**config.mk**
```make
export PLATFORM = sky130hd
export DESIGN_NAME = serial_complement
export DESIGN_NICKNAME = d
export VERILOG_FILES = /design/src/rtl/serial_complement_pkg.sv /design/src/rtl/complement_bit_cell.sv /design/src/rtl/serial_complement.sv
export SDC_FILE = /design/constraint.sdc
export NUM_CORES = 1
export LEC_CHECK = 0
export CORE_ASPECT_RATIO = 2
export CORE_MARGIN = 2
export CORE_UTILIZATION = 51
export DETAILED_ROUTE_END_ITERATION = 8
export PLACE_DENSITY_LB_ADDON = 0.08
export SLEW_MARGIN = 20
export SYNTH_ARGS = -nofsm -noshare
export SYNTH_HDL_FRONTEND = slang
export SYNTH_SLANG_ARGS = --single-unit
```
**constraint.sdc**
```tcl
create_clock -name clk -period 1.79 [get_ports clk]
set_input_delay 0.358 -clock clk [delete_from_list [all_inputs] [get_ports clk]]
set_output_delay 0.358 -clock clk [all_outputs]
set_load 0.1 [all_outputs]
```
**src/rtl/serial_complement_pkg.sv**
```systemverilog
// Shared types and constants for the bit-serial complement unit.
// Holds the FSM state encoding and the mode selector values.
package serial_complement_pkg;

  typedef enum logic [1:0] {
    IDLE  = 2'd0,
    SHIFT = 2'd1,
    DONE  = 2'd2
  } state_t;

  localparam logic MODE_ONES = 1'b0;
  localparam logic MODE_TWOS = 1'b1;

endpackage

```
**src/rtl/complement_bit_cell.sv**
```systemverilog
// One-bit combinational complement step, applied LSB first.
// Ports: a_i, mode, seen_one in; r_i, next_seen_one out.
module complement_bit_cell
  import serial_complement_pkg::*;
(
  input  logic a_i,
  input  logic mode,
  input  logic seen_one,
  output logic r_i,
  output logic next_seen_one
);

  // Two's complement copies bits up to and including the
  // first 1, then inverts the rest.
  always_comb begin
    r_i = ~a_i;
    if (mode == MODE_TWOS && !seen_one) r_i = a_i;
  end

  assign next_seen_one = seen_one | a_i;

endmodule

```
**src/rtl/serial_complement.sv**
```systemverilog
// Bit-serial ones'/two's complement with start/busy/done.
// Ports: clk, rst, start, mode, a in; busy, done, result,
// overflow, zero out (all registered).
module serial_complement
  import serial_complement_pkg::*;
#(
  parameter int WIDTH = 8,
  localparam int CNT_W = $clog2(WIDTH)
) (
  input  logic             clk,
  input  logic             rst,
  input  logic             start,
  input  logic             mode,
  input  logic [WIDTH-1:0] a,
  output logic             busy,
  output logic             done,
  output logic [WIDTH-1:0] result,
  output logic             overflow,
  output logic             zero
);

  localparam logic [WIDTH-1:0] MSB_ONLY =
    {1'b1, {(WIDTH-1){1'b0}}};
  localparam logic [CNT_W-1:0] LAST = CNT_W'(WIDTH-1);

  state_t           state;
  logic [WIDTH-1:0] sreg;
  logic [WIDTH-1:0] acc;
  logic [WIDTH-1:0] acc_next;
  logic [CNT_W-1:0] cnt;
  logic             mode_q;
  logic             seen_one;
  logic             r_i;
  logic             next_seen_one;

  complement_bit_cell u_cell (
    .a_i          (sreg[0]),
    .mode         (mode_q),
    .seen_one     (seen_one),
    .r_i          (r_i),
    .next_seen_one(next_seen_one)
  );

  // New bit enters at the MSB; after WIDTH shifts the
  // first-processed bit has reached bit 0.
  assign acc_next = {r_i, acc[WIDTH-1:1]};

  always_ff @(posedge clk) begin
    if (rst) begin
      state    <= IDLE;
      busy     <= 1'b0;
      done     <= 1'b0;
      result   <= '0;
      overflow <= 1'b0;
      zero     <= 1'b0;
      cnt      <= '0;
      seen_one <= 1'b0;
      sreg     <= '0;
      acc      <= '0;
      mode_q   <= MODE_ONES;
    end else begin
      unique case (state)
        IDLE: begin
          if (start) begin
            sreg     <= a;
            mode_q   <= mode;
            cnt      <= '0;
            seen_one <= 1'b0;
            acc      <= '0;
            busy     <= 1'b1;
            state    <= SHIFT;
          end
        end
        SHIFT: begin
          sreg     <= sreg >> 1;
          acc      <= acc_next;
          seen_one <= next_seen_one;
          cnt      <= cnt + CNT_W'(1);
          if (cnt == LAST) begin
            // Only the two's complement of MSB_ONLY is
            // MSB_ONLY itself, so test the final result.
            result   <= acc_next;
            zero     <= (acc_next == '0);
            overflow <= (mode_q == MODE_TWOS) &&
                        (acc_next == MSB_ONLY);
            busy     <= 1'b0;
            done     <= 1'b1;
            state    <= DONE;
          end
        end
        DONE: begin
          done  <= 1'b0;
          state <= IDLE;
        end
        default: begin
          busy  <= 1'b0;
          done  <= 1'b0;
          state <= IDLE;
        end
      endcase
    end
  end

endmodule

```
======== Yosys cells after proc, flatten, opt, wreduce, memory -nomap -nowiden ========
Cells that the tools add are included.
storage, ports and cells
  flip-flop bits (word level) ............. 35
  input bits .............................. 12
  logic and storage cells ................. 51
cells by class
  reduce and logical (&&, ||, !) cells .... 12
  add/subtract/negate cells ............... 1
  bitwise logic cells ..................... 4
  equality and inequality tests ........... 6
  muxes and demuxes ....................... 17
operators with widths
  kind                                                             number
  8-bit case mux with 2 select lines                               2
  8-bit two-way mux                                                2
  2-bit AND reduction                                              5
  8-bit == test, second input constant                             1
  8-bit zero test                                                  1
  3-bit case mux with 2 select lines                               1
  1-bit two-way mux                                                5
  2-bit two-way mux                                                2
  2-bit inequality test, second input constant                     2
  1-bit case mux with 2 select lines                               2
  2-bit case mux with 2 select lines                               1
  3-bit by 1-bit adder with 3-bit output, second input constant    1
  3-bit == test, second input constant                             1
  3-bit two-way mux                                                1
  1-bit inverter                                                   3
  1-bit case mux with 3 select lines                               1
  3-bit AND reduction                                              1
  2-bit by 1-bit == test with 1-bit output, second input constant  1
  2-bit == test, second input constant                             1
  1-bit logical AND                                                2
  2-bit zero test                                                  1
  2-bit nonzero test                                               1
  1-bit zero test                                                  1
  1-bit bitwise OR                                                 1

======== Logic depth before layout (Yosys ltp) ========
Gate-level depths: netlist (run 1).
  depth in word-level cells ............... 5
  gate-level depth with buffers ........... 6
  gate-level depth less buffers ........... 5

======== Cells and area by module ========
From an unflattened synthesis (run 1), not the netlist that was laid out.
unflattened totals
  cells, all modules ...................... 154
  area, all modules ....................... 1401.3 sq um
modules (own cells, without submodules)
  module               instances  area each (sq um)  cells an instance  seq. area each (sq um)
  serial_complement    1          1372.6             151                680.7
  complement_bit_cell  1          28.8               3                  0.0

======== Worst setup path before layout (run 1) ========
No wires, ideal clock.
  path kind ............................... flip-flop to flip-flop
  start ................................... register, netlist name busy
  end ..................................... register busy
  arrival ................................. 1445 ps
  stages on the path, launching flop included .. 3
  path slack .............................. 274 ps
  clock period less this slack ............ 1516 ps
  cell sequence ........................... dfxtp_1 or3b_1 a21oi_1
RTL lines
  element               RTL line                 source
  to (signal assigned)  serial_complement.sv:51  busy <= 1'b0;
  to (signal assigned)  serial_complement.sv:70  busy <= 1'b1;
  to (signal assigned)  serial_complement.sv:86  busy <= 1'b0;
  to (decl)             serial_complement.sv:15  output logic busy,

======== Worst setup path after layout (run 1) ========
  start ................................... register cnt[0]
  end ..................................... register overflow
on the way
  longest elaborated chain between the ends .. 2
RTL lines
  element                               RTL line                 source
  from (decl)                           serial_complement.sv:30  logic [CNT_W-1:0] cnt;
  from (signal assigned)                serial_complement.sv:78  cnt <= cnt + CNT_W'(1);
  3-bit == test                         serial_complement.sv:79  if (cnt == LAST) begin
  2-bit AND reduction (no source line)  --
  to (signal assigned)                  serial_complement.sv:84  overflow <= (mode_q == MODE_TWOS) &&
  to (decl)                             serial_complement.sv:18  output logic overflow,
No other way between the ends.
A chain may end at the register's enable or synchronous reset.

==> flow_metrics.env, run 1 <==
export IMPL_dieArea_mm2=0.00315
export IMPL_synth_distinct_cells=27
export IMPL_cts_buffer_depth=2
export IMPL_synthesis_nets=177
export IMPL_ir_drop_uv=628
export IMPL_synth_warnings=0
export IMPL_hpwl_mm=2.14
export IMPL_skew_ns=0.00319
export IMPL_fp_dieW_um=40.7
export IMPL_critical_path_class="reg -> reg"
export IMPL_synth_edf_count=0
export IMPL_grt_usage=0.236
export IMPL_final_nets=203
export IMPL_fin_setup_tns_ns=0
export IMPL_fin_ws_ns=0.338
export IMPL_async_flop_share=0
export IMPL_outcome="complete, no violations"
export IMPL_cts_setup_buffers=0
export IMPL_root_buffer="clkbuf_8"
export IMPL_register_area_um2=681
export IMPL_end_kind="flip-flop"
export IMPL_slew_violations=0
export IMPL_worstPathMaxFanout=10
export IMPL_fillers=213
export IMPL_avgRoutedWirePerCell_um=13.5
export IMPL_gr_total_overflow=0
export IMPL_ios=24
export IMPL_clock_latency_ns=0.28
export IMPL_cts_clk_slew_worst_paths_ns=0.07
export IMPL_synth_top_area_cell="dfxtp_1"
export IMPL_grt_pass1_vias=1224
export IMPL_critPathRequiredTime_ns=2.01
export IMPL_max_freq_mhz=689
export IMPL_cts_tree="done"
export IMPL_diodes=0
export IMPL_yosysSeqAreaShare=0.495
export IMPL_hold_slack_ns=0.491
export IMPL_dp_slack_ns=0.148
export IMPL_slew_limit_headroom=0.714
export IMPL_leakagePower_nw=0.735
export IMPL_powerDensity_mw_per_mm2=849
export IMPL_cts_resized=0
export IMPL_grt_max_degree=35
export IMPL_synth_flop_cell="dfxtp_1"
export IMPL_post_route_util=0.728
export IMPL_stdcell_area_mm2=0.00187
export IMPL_antenna_left=0
export IMPL_drive_gt1_frac=0.153
export IMPL_critPathLaunchType="flip-flop"
export IMPL_gp_congestion=0.734
export IMPL_die_h_um=77.4
export IMPL_ys_seq_elements=34
export IMPL_drt_pass1_iter_count=3
export IMPL_maxCapViolCount=0
export IMPL_netlist_area_mm2=0.00138
export IMPL_cts_hold_buf=0
export IMPL_core_area_mm2=0.00257
export IMPL_min_period_ns=1.45
export IMPL_min_period_over_period=0.811
export IMPL_synthTopCellsByArea="dfxtp_1, nor2_1, a21oi_1"
export IMPL_grt_pass1_wl_mm=5.20
export IMPL_cts_htree_levels=2
export IMPL_place_area_mm2=0.00178
export IMPL_drc=0
export IMPL_io_buffers=23
export IMPL_drt_iter0_markers=16
export IMPL_multiInputGateArea_um2=646
export IMPL_cts_made_buffers=5
export IMPL_hold_class="reg -> reg"
export IMPL_initial_core_util=0.535
export IMPL_tightest_slew_ns=0.429
export IMPL_wl_mm=2.95
export IMPL_viasPerCell=5.61
export IMPL_cp_arrival_ns=1.67
export IMPL_synth_avg_cell_area_um2=8.44
export IMPL_setup_viol=0
export IMPL_rows=26
export IMPL_syn_inst=163
export IMPL_syn2layout_area_growth_pct=36.1
export IMPL_num_vias=1223
export IMPL_hold_viol=0
export IMPL_clkSinkCount=34
export IMPL_rsz0062_at_grt="no"
export IMPL_synth_top_cell_area_share=0.495
export IMPL_antenna_found_initial=0
placed cells by master, fill, tap and decap left out, drive strengths merged, types with 4 or more instances in the layout:
cell type / instances
a21oi: 15
a22oi: 9
a2bb2oi: 5
buf: 19
clkbuf: 7
clkdlybuf4s50: 11
dfxtp: 34
nand2: 20
nor2: 29
nor2b: 8
nor3: 7
o21ai: 4
cells in the mapped netlist (2+ instances only):
cell,instances
dfxtp_1,34
nor2_1,29
nand2_1,20
a21oi_1,15
a22oi_1,9
clkbuf_1,8
nor2b_1,8
nor3_1,7
a2bb2oi_1,5
o21ai_0,4
buf_2,3
nand2b_1,3
o22ai_1,3
ha_1,2
power by group:
| part | switching [W] | leakage [nW] | internal [W] |
|---|---|---|---|
| clock | 0.000276 | 0.0482 | 0.000310 |
| combinational | 0.0000964 | 0.409 | 0.0000987 |
| sequential | 0.0000222 | 0.277 | 0.000785 |
| total | 0.000395 | 0.735 | 0.00119 |
through the flow:
| step | power (W) | cells |
|---|---|---|
| after global routing | 0.00165 | 218 |
| after global placement | 0.00101 | 210 |
| after detailed placement | 0.00102 | 210 |
| final | 0.00159 | 218 |
| after floorplan | 0.000949 | 163 |
| after CTS | 0.00160 | 218 |
worst max-delay path, stage by stage, from the launching register on:
cell	delay, ns
dfxtp_1	0.35
ha_1	0.16
ha_1	0.20
and2_1	0.36
nand4_1	0.14
a21oi_1	0.17
path summary, 6_finish.rpt:
path | cells past startpoint | slack, ns | start | to
worst max-delay path | 5 | 0.34 | cnt[0]$_SDFFE_PP0P_ | overflow$_SDFFE_PP0P_
worst min-delay path | 2 | 0.49 | result[7]$_SDFFE_PP0P_ | result[7]$_SDFFE_PP0P_
worst max register to register | 5 | 0.34 | cnt[0]$_SDFFE_PP0P_ | overflow$_SDFFE_PP0P_
worst min register to register | 2 | 0.49 | result[7]$_SDFFE_PP0P_ | result[7]$_SDFFE_PP0P_
registers in the layout (all words and copies together) (netlist names):
signal,count
result,8
sreg,8
acc,7
cnt,3
state,2
busy,1
done,1
mode_q,1
overflow,1
seen_one,1
zero,1
layer usage:
layer | vias up | global-route usage | wire length (µm)
li1 | 607 | - | -
met1 | 587 | 0.240 | 1090
met2 | 22 | 0.402 | 1690
met3 | 7 | 0.0629 | 89
met4 | 0 | 0.117 | 74
met5 | - | 0 | 0
cell type report:
type | instances | share of cell area
inverters | 1 | 0.00201
clock inverters | 1 | 0.00267
clock buffers | 7 | 0.0461
multi-input cells | 117 | 0.345
flip-flops and latches | 34 | 0.364
repair buffers | 30 | 0.222
well taps | 28 | 0.0187
logic make-up (layout without fill, tap and decap cells):
group	after synthesis	count (layout)	synth area share
XOR/XNOR	2	2	0.0127
flip-flops	34	34	0.495
buffers and inverters	12	39	0.0355
multiplexers	1	1	0.00728
adder cells (fa/ha/maj)	2	2	0.0182
AND/OR/NAND/NOR	76	76	0.268
AO/OA/AOI/OAI	36	36	0.164
No activity file was read; power rests on OpenSTA's default activity.
==> run 2: changes to the inputs <==
--- a/config.mk
+++ b/config.mk
@@ -7,7 +7,7 @@
 export LEC_CHECK = 0
 export CORE_ASPECT_RATIO = 2
 export CORE_MARGIN = 2
-export CORE_UTILIZATION = 51
+export CORE_UTILIZATION = 46
 export DETAILED_ROUTE_END_ITERATION = 8
 export PLACE_DENSITY_LB_ADDON = 0.08
 export SLEW_MARGIN = 20
==> constraint.sdc (replaced) <==
create_clock -name clk -period 1.2 [get_ports clk]
set_input_delay 0.24 -clock clk [delete_from_list [all_inputs] [get_ports clk]]
set_output_delay 0.24 -clock clk [all_outputs]
set_load 0.1 [all_outputs]
==> run 2 against run 1 <==
Effect of this change: the flow now finishes with violations (negative setup slack); highest routed layer unchanged; fmax rose by 7.3%; first-iteration DRC count rose by 100%; clock-buffer cell count fell by 2; combinational power rose by 75%; flip-flop and latch count did not move; total power rose by 62%; largest power group unchanged; die area rose by 10%.
==> flow_metrics.env, run 2 (synthesis gave the netlist of run 1 again) <==
export IMPL_end_kind="flip-flop"
export IMPL_core_area_mm2=0.00291
export IMPL_fin_ws_ns=-0.153
export IMPL_avgRoutedWirePerCell_um=13.7
export IMPL_cts_clk_slew_worst_paths_ns=0.07
export IMPL_cp_arrival_ns=1.58
export IMPL_critical_path_class="reg -> reg"
export IMPL_grt_max_degree=35
export IMPL_wl_mm=3.17
export IMPL_fin_cells=231
export IMPL_critPathRequiredTime_ns=1.43
export IMPL_drt_iter0_markers=32
export IMPL_grt_pass1_wl_mm=5.18
export IMPL_drt_pass1_iter_count=4
export IMPL_hold_class="reg -> reg"
export IMPL_grt_pass1_vias=1216
export IMPL_setup_viol=3
export IMPL_syn2layout_area_growth_pct=53.9
export IMPL_worstPathMaxFanout=2
export IMPL_die_h_um=81.3
export IMPL_drc=0
export IMPL_cts_made_buffers=5
export IMPL_drive_gt1_frac=0.363
export IMPL_tightest_slew_ns=0.253
export IMPL_ir_drop_uv=1070
export IMPL_rsz0062_at_grt="yes"
export IMPL_stdcell_area_mm2=0.00212
export IMPL_final_nets=214
export IMPL_dp_slack_ns=-0.324
export IMPL_dp_cells=220
export IMPL_root_buffer="clkbuf_8"
export IMPL_outcome="finished, violations left"
export IMPL_critPathLaunchType="flip-flop"
export IMPL_num_vias=1264
export IMPL_antenna_left=0
export IMPL_gr_total_overflow=0
export IMPL_powerDensity_mw_per_mm2=1220
export IMPL_maxCapViolCount=0
export IMPL_reg2reg_slack_ns=-0.15
export IMPL_io_buffers=23
export IMPL_fp_dieW_um=42.7
export IMPL_cts_htree_levels=2
export IMPL_hold_viol=0
export IMPL_min_period_ns=1.35
export IMPL_initial_core_util=0.473
export IMPL_place_area_mm2=0.00187
export IMPL_min_period_over_period=1.13
export IMPL_slew_limit_headroom=0.830
export IMPL_viasPerCell=5.47
export IMPL_antenna_found_initial=0
export IMPL_fin_setup_tns_ns=-0.309
export IMPL_post_route_util=0.728
export IMPL_cts_buffer_depth=2
export IMPL_violations="negative setup slack"
export IMPL_crit_path_end="overflow$_SDFFE_PP0P_"
export IMPL_diodes=0
export IMPL_clkSinkCount=34
export IMPL_mostFrequentLayoutCells="nor2_1, nand2_1, dfxtp_1"
export IMPL_leakagePower_nw=0.836
export IMPL_hpwl_mm=2.14
export IMPL_rows=28
export IMPL_skew_ns=0.00570
export IMPL_clock_latency_ns=0.29
export IMPL_grt_usage=0.198
export IMPL_hold_path_startpoint="result[1]$_SDFFE_PP0P_"
export IMPL_fillers=211
export IMPL_slew_violations=0
export IMPL_gp_congestion=0.752
export IMPL_ios=24
export IMPL_r2r_end="overflow$_SDFFE_PP0P_"
export IMPL_reg_top3="result x8, sreg x8, acc x7"
export IMPL_max_freq_mhz=739
export IMPL_startpoint="acc[3]$_SDFFE_PP0P_"
export IMPL_layout_cells_most_common="nor2_1"
export IMPL_dieArea_mm2=0.00347
export IMPL_r2r_start="acc[3]$_SDFFE_PP0P_"
export IMPL_worstRegToRegCells=4
export IMPL_cts_tree="done"
## run 2: changes by cell type in the layout (fill, tap and decap cells not counted), moves of 3 or more
cell       change
a2bb2oi_1      -3
a2bb2oi_2      +3
buf_4          +4
buf_6          +4
dfxtp_1       -15
dfxtp_2       +15
## run 2: how the worst min path moves through the flow
stage                                  end  cells after the start
CTS                 result[1]$_SDFFE_PP0P_                      2
finish              result[1]$_SDFFE_PP0P_                      2
floorplan              mode_q$_SDFFE_PP0P_                      2
detailed placement  result[5]$_SDFFE_PP0P_                      2
global route        result[2]$_SDFFE_PP0P_                      2
global placement    result[1]$_SDFFE_PP0P_                      2
## run 2: stage by stage
stage	power (W)	hold WS, ns
2_1_floorplan	0.00142	0.400
3_3_place_gp	0.00152	0.464
3_5_place_dp	0.00153	0.468
4_1_cts	0.00257	0.479
5_1_grt	0.00266	0.495
6_report	0.00258	0.476
## run 2: critical path, cell delays in order, from the launching register on
cell and delay, ns:
dfxtp_2 0.32, or4_4 0.54, nor4_4 0.17, nand4_1 0.12
a21oi_1 0.14
## run 2: area by class of cell
| type | instances | area (µm²) | share of cell area |
|---|---|---|---|
| multi-input combinational | 119 | 753 | 0.356 |
| sequential | 34 | 699 | 0.331 |
| timing repair buffer | 39 | 513 | 0.242 |
| clock buffer | 5 | 68.8 | 0.0325 |
| clock inverter | 3 | 40.0 | 0.0189 |
| tap | 30 | 37.5 | 0.0177 |
| inverter | 1 | 3.75 | 0.00177 |
## run 2: power by group
part	internal [W]	switching (W)	total [W]	leakage, nW
clock network	0.000611	0.000415	0.00103	0.0579
logic	0.000178	0.000163	0.000341	0.495
registers	0.00117	0.0000363	0.00121	0.284
total	0.00196	0.000614	0.00258	0.836
## run 2: metal layers
metal | share of wire | global-route usage | wire, µm | vias to the layer above
met5 | 0 | 0 | 0 | -
met4 | 0.026 | 0.103 | 82 | 0
met3 | 0.038 | 0.0489 | 120 | 8
met2 | 0.56 | 0.376 | 1780 | 33
met1 | 0.37 | 0.188 | 1190 | 591
li1 | - | - | - | 632
## run 2: what timing repair did
action,CTS,global route
cloned,1,1
resized for setup,14,17
pin swaps,1,5
hold buffers,0,0
endpoints found under the setup margin,22,20
setup buffers,1,0
==> run 3: changes to the inputs <==
--- a/config.mk
+++ b/config.mk
@@ -9,6 +9,7 @@
 export CORE_MARGIN = 2
 export CORE_UTILIZATION = 46
 export DETAILED_ROUTE_END_ITERATION = 8
+export GPL_ROUTABILITY_DRIVEN = 0
 export PLACE_DENSITY_LB_ADDON = 0.08
 export SLEW_MARGIN = 20
 export SYNTH_ARGS = -nofsm -noshare
==> results of run 3 <==
No change in the layout: final DEF, timing and power equal those of run 2.
